[src/rtl/pipefft_dly_ctrl.sv]
// Address/enable sequencer for a pipeFFT delay-line RAM: rD reproduces the wD
// written DLY input strobes earlier, with outValid aligned to the RAM read data.
module pipefft_dly_ctrl #(
   parameter int unsigned DEPTH  = 32,
   parameter int unsigned AW     = 5,
   parameter int unsigned DLY    = 16,
   parameter int unsigned RD_LAT = 2
) (
   input  logic          clk,
   input  logic          nGrst,
   input  logic          clr,
   input  logic          inValid,
   output logic          wEn,
   output logic [AW-1:0] wAddr,
   output logic [AW-1:0] rAddr,
   output logic          outValid,
   output logic          primed,
   output logic [AW-1:0] fillCnt
);

   localparam logic [AW-1:0] DLY_M1 = AW'(DLY - 1);
   localparam logic [AW-1:0] ONE    = AW'(1);

   // Reject geometries the pointer arithmetic cannot support.
   generate
      if ((DLY < 1) || (DLY > DEPTH - 1) || (DEPTH > 64) ||
          (DEPTH != (32'(1) << AW)) || (RD_LAT < 1)) begin : g_bad_param
         $error("pipefft_dly_ctrl: illegal DEPTH/AW/DLY/RD_LAT combination");
      end
   endgenerate

   typedef enum logic {FILL, RUN} state_t;

   state_t            state;
   state_t            state_nxt;
   logic              rd_issue;
   logic [RD_LAT-1:0] vld_sr;

   assign wEn      = inValid & ~clr;
   assign rd_issue = wEn & (state == RUN);
   assign outValid = vld_sr[RD_LAT-1];

   always_ff @(posedge clk or negedge nGrst) begin
      if (!nGrst) state <= FILL;
      else        state <= state_nxt;
   end

   always_comb begin
      state_nxt = state;
      if (clr)
         state_nxt = FILL;
      else if ((state == FILL) && wEn && (fillCnt == DLY_M1))
         state_nxt = RUN;
   end

   // Pointers, fill level and the read-valid pipeline; clr flushes in-flight reads.
   always_ff @(posedge clk or negedge nGrst) begin
      if (!nGrst) begin
         wAddr   <= '0;
         rAddr   <= '0;
         fillCnt <= '0;
         primed  <= 1'b0;
         vld_sr  <= '0;
      end else if (clr) begin
         wAddr   <= '0;
         rAddr   <= '0;
         fillCnt <= '0;
         primed  <= 1'b0;
         vld_sr  <= '0;
      end else begin
         if (wEn)                      wAddr   <= wAddr + ONE;
         if (rd_issue)                 rAddr   <= rAddr + ONE;
         if (wEn && (state == FILL))   fillCnt <= fillCnt + ONE;
         primed <= (state_nxt == RUN);
         vld_sr <= RD_LAT'({vld_sr, rd_issue});
      end
   end

endmodule

[config.mk]
export PLATFORM = sky130hd
export DESIGN_NAME = pipefft_dly_ctrl
export DESIGN_NICKNAME = d
export VERILOG_FILES = /design/src/rtl/pipefft_dly_ctrl.sv
export SDC_FILE = /design/constraint.sdc
export NUM_CORES = 1
export LEC_CHECK = 0
export ABC_AREA = 1
export ABC_CLOCK_PERIOD_IN_PS = 1200
export CAP_MARGIN = 30
export CORE_ASPECT_RATIO = 1.1
export CORE_MARGIN = 1
export CORE_UTILIZATION = 35
export CTS_CLUSTER_DIAMETER = 50
export DETAILED_ROUTE_END_ITERATION = 7
export HOLD_SLACK_MARGIN = 0.06
export PLACE_DENSITY = 0.63
export SLEW_MARGIN = 20
export SYNTH_ARGS = -nofsm -noshare
export SYNTH_HDL_FRONTEND = slang
export SYNTH_SLANG_ARGS = --single-unit
[constraint.sdc]
create_clock -name clk -period 1.2 [get_ports clk]
set_input_delay 0.24 -clock clk [delete_from_list [all_inputs] [get_ports clk]]
set_output_delay 0.24 -clock clk [all_outputs]
set_load 0.03 [all_outputs]
* After elaboration in Yosys (flattened, before gate mapping)
Index checks and enable logic that the tools add are counted.
Storage, ports and cells: register bits 19, output and inout bits 18, word-level logic and storage cells 29
Cells by class: $add $sub $neg 3, equality and inequality tests 1, multiplexer cells 10, bitwise operators 4, reductions and logical operators 5
Operators with widths (number):
- $mux W5 | 6
- $add A5 B1 Y5 const B | 3
- $reduce_bool A2 Y1 | 3
- $eq A5 B4 Y1 const B | 1
- $mux W1 | 3
- $and A1 B1 Y1 | 2
- $logic_and A1 B1 Y1 | 2
- $mux W2 | 1
- $not A1 Y1 | 2

* Logic depth before layout (Yosys ltp)
Gate-level depths: netlist of run 1.
depth in word-level cells 7, mapped depth 6, gate-level depth less buffers 6

* Least setup slack after synthesis of run 1
Ideal clock, no wire load.
path type register to register, start register fillCnt[0], end register fillCnt[4], arrival time 1327 ps, path slack -207 ps, stages on the path, launching flop included 5, path buffers 0, clock period less this slack 1407 ps, cell sequence dfrtp_1 ha_1 and3_1 ha_1 o22ai_2
Between the ends: longest elaborated chain between the ends 3
Ends and longest elaborated chain:
- from (decl) | RTL line 18 | output logic [AW-1:0] fillCnt
- from (signal assigned) | RTL line 73 | if (wEn && (state == FILL)) fillCnt <= fillCnt + ONE;
- $add A5 B1 Y5 | RTL line 73
- $mux W5 | RTL line 73
- $mux W5 | RTL line 64 | end else if (clr) begin
No other way between the ends. The select of a mux whose other input is x is not followed. A chain may end at the register's enable or synchronous reset.

* Final worst setup path of run 1
start register fillCnt[0], end output fillCnt[0]
No word-level cell between the ends.

==> results.sh, run 1 <==
export IMPL_outcome="finished with violations"
export IMPL_violations="setup timing"
export IMPL_whs_ns=0.253
export IMPL_ys_types=23
export IMPL_fp_row_count=18
export IMPL_cp_slowest_cell="dfrtp_2"
export IMPL_nets=142
export IMPL_synth_area_leaders="dfrtp_1 (51%), nand2_1 (7.2%), ha_1 (5.7%)"
export IMPL_reg2reg_slack_ns=0.01
export IMPL_root_buffer="clkbuf_4"
export IMPL_postRouteAntennaNets=0
export IMPL_startpoint="fillCnt[0]"
export IMPL_postSynth_asyncResetShare=1.00
export IMPL_relSlewSlack=0.847
export IMPL_die_w_um=49.9
export IMPL_slew_viol_final=0
export IMPL_rr_startpoint="fillCnt[1]"
export IMPL_viasPerCell=4.77
export IMPL_netSwitchingFraction=0.262
export IMPL_reg2regPathDepth=4
export IMPL_fin_skew_ns=0.00714
export IMPL_crit_family="flip-flops"
export IMPL_drc_errors=0
export IMPL_crit_path_cell_trace="buf_6 > buf_6"
export IMPL_ff_latch_area_um2=460
export IMPL_cpMostUsedCell="buf_6"
export IMPL_yosys_warnings=0
export IMPL_multi_input_area_um2=432
export IMPL_combPwrFrac=0.152
export IMPL_min_period_over_period=1.02
export IMPL_ys_seq_area_frac=0.509
export IMPL_sequentialPowerShare=0.534
export IMPL_fmax_mhz=816
export IMPL_synth_commonest_cells="dfrtp_1 (18), nand2_1 (17), nor2_1 (13)"
export IMPL_synth_avg_cell_area_um2=9.12
export IMPL_rsz0062_at_grt="yes"
export IMPL_initial_core_util=0.381
export IMPL_synth_top_area_frac=0.509
export IMPL_critPathBufInv=2
export IMPL_cpPeakStageDelay_ns=0.44
export IMPL_required_ns=0.96
export IMPL_antenna_found_initial=0
export IMPL_ioPinCount=22
export IMPL_end_kind="output pin"
export IMPL_ir_drop_mv=0.554
export IMPL_yosysMostFrequentCell="dfrtp_1"
export IMPL_grt_pass1_wl_mm=3.04
export IMPL_worstMarginPinSlew_ns=0.227
export IMPL_port_buffer_count=21
export IMPL_maxCapViolCount=0
export IMPL_hpwl_mm=1.38
export IMPL_period_minus_slack_ns=1.23
export IMPL_antennaDiodeCount=0
export IMPL_dr_pass1_iters=4
export IMPL_die_area_mm2=0.00273
export IMPL_post_route_util=0.556
export IMPL_die_h_um=54.7
export IMPL_gr_total_overflow=0
export IMPL_clkPwrFrac=0.314
export IMPL_syn_inst=97
export IMPL_wire_per_inst_um=11.7
export IMPL_p_switching_mw=0.315
export IMPL_r2r_end="fillCnt[4]"
export IMPL_p_int_mw=0.886
export IMPL_drt_wl_total_mm=1.91
export IMPL_place_inst=154
export IMPL_cts_made_buffers=3
export IMPL_synth_edf_count=0
export IMPL_powerDensity_mw_per_mm2=931
export IMPL_endpoint="fillCnt[0]"
export IMPL_nFillCells=206
export IMPL_synth_top_area_cell="dfrtp_1"
export IMPL_grt_pass1_vias=710
export IMPL_vias=778
export IMPL_worstSkewPairLatency_ns=0.30
export IMPL_cts_htree_levels=1
export IMPL_clock_path_buffers=2
export IMPL_hp_class="input pin to asynchronous set/reset pin"
export IMPL_crit_arrival_ns=0.99
export IMPL_syn_to_final_growth_pct=45.8
export IMPL_drt_initial_drc_count=8
export IMPL_synth_area_um2=885
export IMPL_grt_max_degree=19
export IMPL_dp_slack_ns=-0.260
export IMPL_cts_tree="yes"
export IMPL_drive_above_1_share=0.436
export IMPL_final_cells=163
export IMPL_coreArea_mm2=0.00232
export IMPL_cp_depth=2
export IMPL_final_hold_violation_count=0
export IMPL_synth_nets=105
export IMPL_leakage_nw=0.606
export IMPL_cp_start_kind="flop"
export IMPL_synth_ff_latch_count=18
export IMPL_p_total_mw=1.20
export IMPL_gp_congestion=0.765
export IMPL_critPathMaxFanout=2
export IMPL_clkTransAtPathRegs_ns=0.11
export IMPL_setup_viol=2
export IMPL_ys_flop_type="dfrtp_1"
export IMPL_clock_sinks=18
export IMPL_grtUsageTotal=0.158
export IMPL_finalWorstSetupSlack_ns=-0.0252
export IMPL_crit_type="flop to output pin"
## stage by stage
stage          cell area (um2)  setup TNS [ns]
2_1_floorplan              935         -0.0441
3_3_place_gp              1170           -2.63
3_5_place_dp              1170           -2.67
4_1_cts                   1260         -0.0652
5_1_grt                   1290          -0.135
6_report                  1290         -0.0382
## cells by family (layout without fill, tap and decap cells)
group | count (synthesis) | in the layout | share of synthesized area
AND/OR/NAND/NOR | 47 | 47 | 0.248
adder cells (fa/ha/maj) | 4 | 4 | 0.0566
AO/OA/AOI/OAI | 15 | 15 | 0.109
buffers and inverters | 12 | 48 | 0.0679
flip-flops | 18 | 18 | 0.509
XOR/XNOR | 1 | 1 | 0.00990
## area by class of cell
cell class | instances | share of cell area
repair buffers | 34 | 0.222
inverters | 10 | 0.0291
clock buffers | 4 | 0.0281
well taps | 30 | 0.0291
multi-input cells | 67 | 0.335
flip-flops and latches | 18 | 0.357
## registers in the layout, indices dropped and copies added (netlist names)
name / cells
rAddr: 5
primed: 1
vld_sr: 2
wAddr: 5
fillCnt: 5
## cells in the final DEF (no fill, tap or decap), drive strengths merged
cell type and count:
buf 31, nand2 19, dfrtp 18, nor2 14, inv 10, nand3 9
o21ai 8, a21oi 4, ha 4, clkbuf 4, nand4 2, dlygate4sd2 2
and3 1, o22ai 1, nor3 1, a22o 1, or2 1, o31ai 1
xnor2 1, clkdlybuf4s50 1
## repair_timing
item                                    CTS  global route
resized for setup                        10             7
hold buffers                              0             0
endpoints found under the setup margin    4             9
buffers inserted                          3             2
## layer usage
layer,vias to the layer above,global-route usage,part of all wire
li1,392,-,-
met1,360,0.188,0.46
met2,22,0.266,0.48
met3,4,0.0306,0.047
met4,0,0.100,0.016
met5,-,0,0
## how the worst min path moves through the flow
stage	startpoint	to	slack, ns
2_1_floorplan	nGrst	fillCnt[0]	-0.06
3_3_place_gp	vld_sr[0]	vld_sr[1]	0.44
3_5_place_dp	vld_sr[0]	vld_sr[1]	0.46
4_1_cts	nGrst	rAddr[3]	0.26
5_1_grt	nGrst	rAddr[3]	0.28
6_report	nGrst	rAddr[4]	0.25
## power by group through the flow
stage	registers (mW)	logic (mW)	clock network (mW)
2_1_floorplan	0.680	0.0672	0
3_3_place_gp	0.651	0.175	0
3_5_place_dp	0.652	0.176	0
4_1_cts	0.641	0.186	0.393
5_1_grt	0.643	0.203	0.419
6_report	0.641	0.183	0.377
Note: power is estimated with default switching activity, not from simulation.
==> inputs of run 2 (changes only) <==
Settings changed: CAP_MARGIN 30 to default.
==> results of run 2 <==
Final layout, timing and power as in run 1 (identical DEF).
